--- src/rtl/exec_sequencer.sv ---
// Instruction-execution sequencer: decides when the current instruction retires
// (pc_inc), arbitrates the memory req/ack handshake and handles step/run/breakpoint.
module exec_sequencer #(
  parameter int ADDR_W  = 16,
  parameter int TIMEOUT = 15,
  parameter int CNT_W   = 4
) (
  input  logic              clock,
  input  logic              resetn,
  input  logic              user_clock,
  input  logic              run_mode,
  input  logic              stop_req,
  input  logic              clear_fault,
  input  logic              bp_en,
  input  logic [ADDR_W-1:0] bp_addr,
  input  logic [ADDR_W-1:0] pc,
  input  logic              needs_read,
  input  logic              needs_write,
  input  logic              mem_ack,
  output logic              pc_inc,
  output logic              mem_rd_req,
  output logic              mem_wr_req,
  output logic              running,
  output logic              fault,
  output logic              bp_hit,
  output logic [2:0]        state_out
);

  typedef enum logic [2:0] {
    STOPPED = 3'd0,
    ARMED   = 3'd1,
    EXEC    = 3'd2,
    RD_WAIT = 3'd3,
    WR_WAIT = 3'd4,
    FAULT   = 3'd5
  } state_t;

  // Value the counter holds during the last wait cycle before a timeout.
  localparam logic [CNT_W-1:0] CNT_LAST = CNT_W'(TIMEOUT - 1);

  state_t            state, state_nxt;
  logic [CNT_W-1:0]  cnt, cnt_nxt;
  logic              first, first_nxt;
  logic              bp_hit_nxt;
  state_t            retire_state;

  // Memory handshake: a request stays high from the first wait cycle until the
  // cycle mem_ack is seen; mem_ack is only honoured while a request is high.
  always_ff @(posedge clock) begin
    if (!resetn) begin
      state  <= STOPPED;
      cnt    <= '0;
      first  <= 1'b0;
      bp_hit <= 1'b0;
    end else begin
      state  <= state_nxt;
      cnt    <= cnt_nxt;
      first  <= first_nxt;
      bp_hit <= bp_hit_nxt;
    end
  end

  assign retire_state = (!run_mode || stop_req) ? STOPPED : EXEC;

  always_comb begin
    state_nxt  = state;
    cnt_nxt    = cnt;
    first_nxt  = first;
    bp_hit_nxt = bp_hit;
    pc_inc     = 1'b0;
    mem_rd_req = 1'b0;
    mem_wr_req = 1'b0;
    case (state)
      STOPPED: if (!user_clock) state_nxt = ARMED;
      ARMED: begin
        if (user_clock) begin
          state_nxt  = EXEC;
          first_nxt  = 1'b1;
          bp_hit_nxt = 1'b0;
        end
      end
      EXEC: begin
        // The first instruction after a start is exempt so a restart can step past the breakpoint.
        if (bp_en && (pc == bp_addr) && !first) begin
          state_nxt  = STOPPED;
          bp_hit_nxt = 1'b1;
        end else if (needs_read) begin
          state_nxt = RD_WAIT;
          cnt_nxt   = '0;
        end else if (needs_write) begin
          state_nxt = WR_WAIT;
          cnt_nxt   = '0;
        end else begin
          pc_inc    = 1'b1;
          state_nxt = retire_state;
          first_nxt = 1'b0;
        end
      end
      RD_WAIT: begin
        mem_rd_req = 1'b1;
        if (mem_ack) begin
          if (needs_write) begin
            state_nxt = WR_WAIT;
            cnt_nxt   = '0;
          end else begin
            pc_inc    = 1'b1;
            state_nxt = retire_state;
            first_nxt = 1'b0;
          end
        end else if (cnt == CNT_LAST) begin
          state_nxt = FAULT;
        end else begin
          cnt_nxt = cnt + 1'b1;
        end
      end
      WR_WAIT: begin
        mem_wr_req = 1'b1;
        if (mem_ack) begin
          pc_inc    = 1'b1;
          state_nxt = retire_state;
          first_nxt = 1'b0;
        end else if (cnt == CNT_LAST) begin
          state_nxt = FAULT;
        end else begin
          cnt_nxt = cnt + 1'b1;
        end
      end
      FAULT: if (clear_fault) state_nxt = STOPPED;
      default: state_nxt = STOPPED;
    endcase
  end

  assign running   = (state == EXEC) || (state == RD_WAIT) || (state == WR_WAIT);
  assign fault     = (state == FAULT);
  assign state_out = state;

endmodule

--- config.mk ---
export PLATFORM = sky130hd
export DESIGN_NAME = exec_sequencer
export DESIGN_NICKNAME = d
export VERILOG_FILES = /design/src/rtl/exec_sequencer.sv
export SDC_FILE = /design/constraint.sdc
export NUM_CORES = 1
export LEC_CHECK = 0
export ABC_AREA = 1
export CAP_MARGIN = 0
export CORE_ASPECT_RATIO = 1.1
export CORE_UTILIZATION = 45
export CTS_CLUSTER_SIZE = 16
export DETAILED_ROUTE_END_ITERATION = 7
export PLACE_DENSITY = 0.86
export SYNTH_ARGS = -nofsm -noshare
export SYNTH_HDL_FRONTEND = slang
export SYNTH_SLANG_ARGS = --single-unit
export TNS_END_PERCENT = 50
--- constraint.sdc ---
create_clock -name clock -period 1.79 [get_ports clock]
set_input_delay 0.4475 -clock clock [delete_from_list [all_inputs] [get_ports clock]]
set_output_delay 0.4475 -clock clock [all_outputs]
set_load 0.05 [all_outputs]
==> results of run 1 <==
==> metrics by stage <==
step	TNS, ns	total power, W	hold WS, ns	setup WS, ns	util [%]
detailed placement	-3.30	0.00105	0.451	-0.698	79.2
global route	-0.507	0.00140	0.479	-0.425	87.9
finish	-0.342	0.00130	0.465	-0.342	87.9
floorplan	-0.390	0.000719	0.473	-0.390	-
CTS	-0.607	0.00125	0.462	-0.605	82.5
global placement	-2.85	0.00103	0.442	-0.688	79.2
==> report_power, final <==
part	switching, W	leakage [nW]	total, W	internal [W]
clock	0.0000700	0.0150	0.000156	0.0000858
sequential	0.0000385	0.0755	0.000275	0.000236
combinational	0.000497	1.35	0.000872	0.000375
total	0.000605	1.44	0.00130	0.000697
==> worst max-delay path by stage <==
stage                              start      to  cells after the start
5_1_grt                            pc[7]  pc_inc                     11
2_1_floorplan  state_out[0]$_SDFFE_PN0P_  pc_inc                      5
3_3_place_gp                 bp_addr[12]  pc_inc                     11
6_report                          pc[15]  pc_inc                     11
4_1_cts                       bp_addr[3]  pc_inc                     11
3_5_place_dp                      pc[13]  pc_inc                     11
==> cells by family after synthesis <==
kind of cell / count (synthesis) / share of synthesized area [%]
adder cells (fa/ha/maj): 2 / 1.84
flip-flops: 9 / 13.3
buffers and inverters: 54 / 15.1
AND/OR/NAND/NOR: 169 / 57.7
AO/OA/AOI/OAI: 25 / 10.1
XOR/XNOR: 3 / 1.94
==> synthesized netlist by cell type (all sizes together) <==
cell and n:
nand4 10, o21ai 10, o221ai 1, or2 1, nor4 1, nand3 22, inv 54, a21boi 1
a31oi 2, o211ai 1, nand2 94, nor3 2, dfxtp 9, nor2 38, a21oi 10, xnor2 3
ha 2, nand3b 1
==> flip-flops by register name, summed over array words and instances (netlist names) <==
name / cells
cnt: 4
state_out: 3
bp_hit: 1
first: 1
==> tightest hold or removal path: stages, from the launching register on <==
cell and delay [ns]:
dfxtp_1 0.32, inv_1 0.05, a21oi_1 0.06
==> cell type report <==
cell class | instances | area share, %
clock buffers | 4 | 1.07
repair buffers | 99 | 37.3
flip-flops and latches | 9 | 7.77
multi-input cells | 199 | 43.4
inverters | 54 | 8.74
well taps | 33 | 1.68
==> layer usage <==
| layer | vias to the layer above | global-route usage, % | part of all wire, % |
|---|---|---|---|
| met5 | - | 0 | 0 |
| met4 | 0 | 16.1 | 3.8 |
| met3 | 27 | 5.64 | 8.5 |
| met2 | 125 | 57.3 | 52 |
| met1 | 944 | 30.2 | 36 |
| li1 | 1025 | - | - |
==> repair_timing <==
item / 4_1_cts / 5_1_grt
pin swaps: 5 / 39
buffers inserted: 6 / 8
endpoints found under the setup margin: 9 / 11
resized for setup: 14 / 114
==> run metrics, run 1 <==
CTS buffer count=3; Pre-antenna DRT Iters=4; post-synthesis area per instance=5.18 um^2; P&R area growth vs syn=81.5%; Die Height=59.6 um; final-report max-slew violation count=0; Yosys top cell area share=25.2%; Cell variety after synth=24; largest net degree at the start of global routing=9; final std cell area, no fill=0.00246 mm^2; Max Clock Skew=0.00163 ns; Post-Synthesis Cells=262; cts hold-fix bufs=0; CP Class=primary input to output port; Routed Antenna Nets=0; failing checks=setup timing; post-synthesis net count=306; DP HPWL=3.64 mm; Cell Chain, Critical Path=clkbuf_2 > inv_1 > nand2_2 > nand2_1 > nor2_1 > nand2_1 > nor2_2 > nand3_2 > nand4_1 > o211ai_1 > clkbuf_16; Non-Filler Instances=398; CP Launch Type=primary input; clock root buffer=clkbuf_4; CTS sink count=9; Top delay family on crit path=simple AND/OR/NAND/NOR gates; CP Data Required Time=1.34 ns; layout cell share with drive strength beyond 1=38.4%; core box area=0.00280 mm^2; Max stage delay on crit path=0.21 ns; nature of the critical path endpoint=output port; number of max-cap violations=0; Synth Register Bits=9; Die Wd=54.3 um; Pwr per Cell Area=529 mW/mm^2; crit-path max FO=2; final hold violation count=0; H-tree Lvls=1; r2r setup slk=0.05 ns; synth top area cells=nand2_1 25%, inv_1 14%, dfxtp_1 13%; register area=191 um^2; Worst Hold End=bp_hit$_SDFFE_PN0P_; number of remaining DRC errors=0; TritonCTS clock tree=built; Pleak=1.44 nW; CP Buf/Inv Count=3; HP Class=flop to flop; first-pass GRT wire length=7.31 mm; outcome=finished with violations; Worst Path Arrival=1.68 ns; area of the multi-input gates=0.00107 mm^2; Slew @ Worst Pin=0.326 ns; nets=410; global route overflow=0; DRT iter0 DRCs=88; fill count=151; via count=2,121; hold_sp=bp_hit$_SDFFE_PN0P_; routed wire length=5.31 mm; RSZ-0062 raised after global routing=true; Worst Reg2Reg Path Length in Cells=14; relative slew slack=78.2%; diode count=0; Final WS setup=-0.342 ns; initial antenna violation count=0; CP max stage cell=clkbuf_16; commonest cells after routing, fill and taps aside=71 x nand2_1, 51 x buf_4, 39 x inv_1; IO Pins=51; GRT Resource Usage Total=30.5%; r2r startpoint=state_out[1]$_SDFFE_PN0P_; worst IR drop on VDD=0.677 mV; fin crit share=119%; Post-DP Area=0.00222 mm^2; area leader, netlist=nand2_1; Max Clk Rate=0.469 GHz; Synth Warn #=0; vias in the first global route=1,847; Clock Pin Slew Worst Setup and Hold Paths=0.06 ns; r2r endpoint=state_out[1]$_SDFFE_PN0P_; post-synthesis sequential area ratio=13.3%; synthesized area=0.00136 mm^2; num rows=20; GP Congestion=0.956; Final Critical Period=2.13 ns; starting density of the core=48.4%; clock latency on the worst-skew pair=0.26 ns; placed instance count=380; Worst Hold Path Cells=2; Top cell by count, worst path=nand2_1; routed vias/inst=5.33; Setup-failing EPs final=1; Die ar.=0.00324 mm^2; most common cell after layout, fill and taps aside=nand2_1; CTS max path bufs=2; IO buf count=50; Routed wire per std cell=13.3 um
No activity file was read; power rests on OpenSTA's default activity.
==> run 2: changes to the inputs <==
--- a/config.mk
+++ b/config.mk
@@ -9,6 +9,7 @@
 export CAP_MARGIN = 0
 export CORE_ASPECT_RATIO = 1.1
 export CORE_UTILIZATION = 45
+export CTS_CLUSTER_DIAMETER = 120
 export CTS_CLUSTER_SIZE = 16
 export DETAILED_ROUTE_END_ITERATION = 7
 export PLACE_DENSITY = 0.86
==> results of run 2 <==
Same layout as run 1: the final DEF is identical, and so are final timing and power.
==> run 3: changes to the inputs <==
--- a/config.mk
+++ b/config.mk
@@ -12,7 +12,8 @@
 export CTS_CLUSTER_DIAMETER = 120
 export CTS_CLUSTER_SIZE = 16
 export DETAILED_ROUTE_END_ITERATION = 7
-export PLACE_DENSITY = 0.86
+export PLACE_DENSITY = 0.89
+export SLEW_MARGIN = 10
 export SYNTH_ARGS = -nofsm -noshare
 export SYNTH_HDL_FRONTEND = slang
 export SYNTH_SLANG_ARGS = --single-unit
==> run metrics, run 3 <==
post-synthesis net count=306 (unchanged); outcome=stopped before the end; Post-Synthesis Cells=262 (unchanged); Fail Step=clock tree synthesis; commonest cells in the netlist=91 x nand2_1, 50 x inv_1, 34 x nor2_1; post-cts resize count=169 (+155); cell with the most instances after synthesis=nand2_1; Post-synth EDFFs=0 (unchanged); CTS buffer count=3 (unchanged); Post-CTS Setup Bufs=73 (+67); Yosys top cell area share=25.2% (unchanged); starting density of the core=48.4% (unchanged); synth top area cells=nand2_1 25%, inv_1 14%, dfxtp_1 13%; Post-DP Area=0.00220 mm^2 (-0.68%); cts hold-fix bufs=0 (unchanged); synthesized area=0.00136 mm^2 (unchanged); clock root buffer=clkbuf_4; FFs w/ async S/R, synth=0% (unchanged); Synth Warn #=0 (unchanged); area leader, netlist=nand2_1; Synth Register Bits=9 (unchanged); CTS max path bufs=2 (unchanged); IO Pins=51 (unchanged); CTS sink count=9 (unchanged); post-synthesis area per instance=5.18 um^2 (unchanged); DP HPWL=3.69 mm (+1.6%); IO buf count=50 (unchanged); Error=[ERROR DPL-0033] detailed placement checks failed during check placement.; post-synthesis sequential area ratio=13.3% (unchanged); Die Wd=54.3 um (unchanged); Die Height=59.6 um (unchanged); Main synth FF type=dfxtp_1; Cell variety after synth=24 (unchanged); num rows=20 (unchanged); GP Congestion=0.873 (-8.8%); H-tree Lvls=1 (unchanged)
[run 3: cell counts after synthesis]
Identical to the previous run, type by type.
[run 3: metrics by stage]
| stage | setup WS (ns) | util [%] | hold WS, ns | setup TNS, ns | std cells |
|---|---|---|---|---|---|
| 3_5_place_dp | -0.735 | 78.7 | 0.440 | -2.97 | 378 |
| 3_3_place_gp | -0.701 | 78.7 | 0.437 | -2.52 | 378 |
| 2_1_floorplan | -0.390 | - | 0.473 | -0.390 | 262 |
[run 3: cells by family after synthesis]
group           after synthesis  synth area share (%)
simple gates                169                  57.7
buf+inv                      54                  15.1
compound gates               25                  10.1
flops                         9                  13.3
xor+xnor                      3                  1.94
fa+ha+maj                     2                  1.84
==> run 4: changes to the inputs <==
--- a/config.mk
+++ b/config.mk
@@ -7,12 +7,9 @@
 export LEC_CHECK = 0
 export ABC_AREA = 1
 export CAP_MARGIN = 0
-export CORE_ASPECT_RATIO = 1.1
-export CORE_UTILIZATION = 45
-export CTS_CLUSTER_DIAMETER = 120
-export CTS_CLUSTER_SIZE = 16
+export CORE_UTILIZATION = 37
 export DETAILED_ROUTE_END_ITERATION = 7
-export PLACE_DENSITY = 0.89
+export PLACE_DENSITY_LB_ADDON = 0.15
 export SLEW_MARGIN = 10
 export SYNTH_ARGS = -nofsm -noshare
 export SYNTH_HDL_FRONTEND = slang
==> run metrics, run 4 (synthesis results as in run 1) <==
global route overflow=0; GRT Resource Usage Total=30.8%; via count=2,397; DRT iter0 DRCs=210; worst IR drop on VDD=0.514 mV; final-report max-slew violation count=0; setup TNS=-0.651 ns; Largest register FFs=4; Non-Filler Instances=455; IO Pins=51 (unchanged); Worst Path Arrival=1.56 ns; Max Clock Skew=0.00364 ns; fin crit share=112%; GP Congestion=0.891 (+2.1%); RSZ-0062 raised after global routing=true; layout cell share with drive strength beyond 1=56.0%; number of max-cap violations=0; diode count=0; routed vias/inst=5.27; Die Height=62.5 um (+5.0%); vias in the first global route=2,240; final core occ=84.8%; CP Launch Type=primary input; area of the multi-input gates=0.00122 mm^2; Final Critical Period=2.01 ns; CTS max path bufs=2 (unchanged); IO buf count=50 (unchanged); failing checks=setup timing; largest reg by FF count=cnt; Die ar.=0.00391 mm^2; Die Wd=62.5 um (+15%); Routed Antenna Nets=0; clock root buffer=clkbuf_4; nets=454; fill count=189; Final WS setup=-0.218 ns; most common cell after layout, fill and taps aside=buf_4; CP Data Required Time=1.34 ns; routed wire length=7.34 mm; Max Clk Rate=0.498 GHz; Setup-failing EPs final=6; P&R area growth vs syn=113%; register area=193 um^2; nature of the critical path endpoint=output port; initial antenna violation count=0; DP HPWL=3.39 mm (-8.2%); commonest cells after routing, fill and taps aside=94 x buf_4, 58 x nand2_1, 33 x inv_1; Slew @ Worst Pin=0.299 ns; largest net degree at the start of global routing=9; starting density of the core=39.7% (-8.7 points); H-tree Lvls=1 (unchanged); CTS buffer count=3 (unchanged); Clock Pin Slew Worst Setup and Hold Paths=0.06 ns; pre-CTS setup slack=-0.676 ns (+0.0592 ns); Routed wire per std cell=16.1 um; TritonCTS clock tree=built; num rows=21 (+5.0%); Pwr per Cell Area=499 mW/mm^2; relative slew slack=79.8%; placed instance count=392 (+3.7%); crit-path max FO=2; Pre-antenna DRT Iters=4; Pleak=1.57 nW; CP Class=primary input to output port; clock latency on the worst-skew pair=0.26 ns; first-pass GRT wire length=9.65 mm; CTS sink count=9 (unchanged); final hold violation count=0; core box area=0.00342 mm^2; number of remaining DRC errors=0; HP Class=flop to flop; outcome=finished with violations
-- run 4: timing repair --
item	CTS	global route
cloned	0	0
hold buffers	0	0
buffers inserted	63	6
endpoints found under the setup margin	8	9
hold endpoints to repair	0	0
pin swaps	44	51
gates resized for setup	157	84
-- run 4: per-stage QoR --
step / power [W] / cell area, um^2 / hold WS (ns)
final: 0.00144 / 2900 / 0.444
after global routing: 0.00155 / 2900 / 0.490
after CTS: 0.00130 / 2680 / 0.448
after detailed placement: 0.00103 / 2220 / 0.438
after global placement: 0.00103 / 2220 / 0.440
after floorplan: 0.000719 / 1380 / 0.473
-- run 4: power breakdown --
group	switching (W)	leakage, nW	internal [W]
Clock	0.0000676	0.0150	0.0000857
Combinational	0.000568	1.48	0.000454
Sequential	0.0000322	0.0758	0.000238
-- run 4: final timing paths --
| kind | from | to | slack [ns] | cells past startpoint |
|---|---|---|---|---|
| worst max-delay path | pc[11] | pc_inc | -0.22 | 9 |
| worst min-delay path | bp_hit$_SDFFE_PN0P_ | bp_hit$_SDFFE_PN0P_ | 0.44 | 2 |
| worst max register to register | first$_SDFFE_PN0P_ | cnt[2]$_SDFFE_PN0P_ | -0.03 | 14 |
| worst min register to register | bp_hit$_SDFFE_PN0P_ | bp_hit$_SDFFE_PN0P_ | 0.44 | 2 |
-- run 4: critical path: stages --
cell             delay (ns)
clkdlybuf4s15_2        0.19
inv_1                  0.06
nand2_1                0.09
nand4_1                0.13
nor2_2                 0.16
nand3_2                0.10
nand4_1                0.08
o211ai_1               0.09
buf_4                  0.20
-- run 4: routing by layer --
layer | GRT usage [%] | routed length (um) | vias up
met5 | 0 | 0 | -
met4 | 20.3 | 604 | 0
met3 | 5.47 | 642 | 65
met2 | 55.4 | 3570 | 167
met1 | 32.6 | 2520 | 1049
li1 | - | - | 1116
-- run 4: layout make-up --
cell class                      instances  area share, %
Inverter                               54           7.43
Multi-Input combinational cell        199           42.0
Timing Repair Buffer                  143           41.0
Clock buffer                            4          0.908
Tap cell                               46           1.99
Sequential cell                         9           6.66
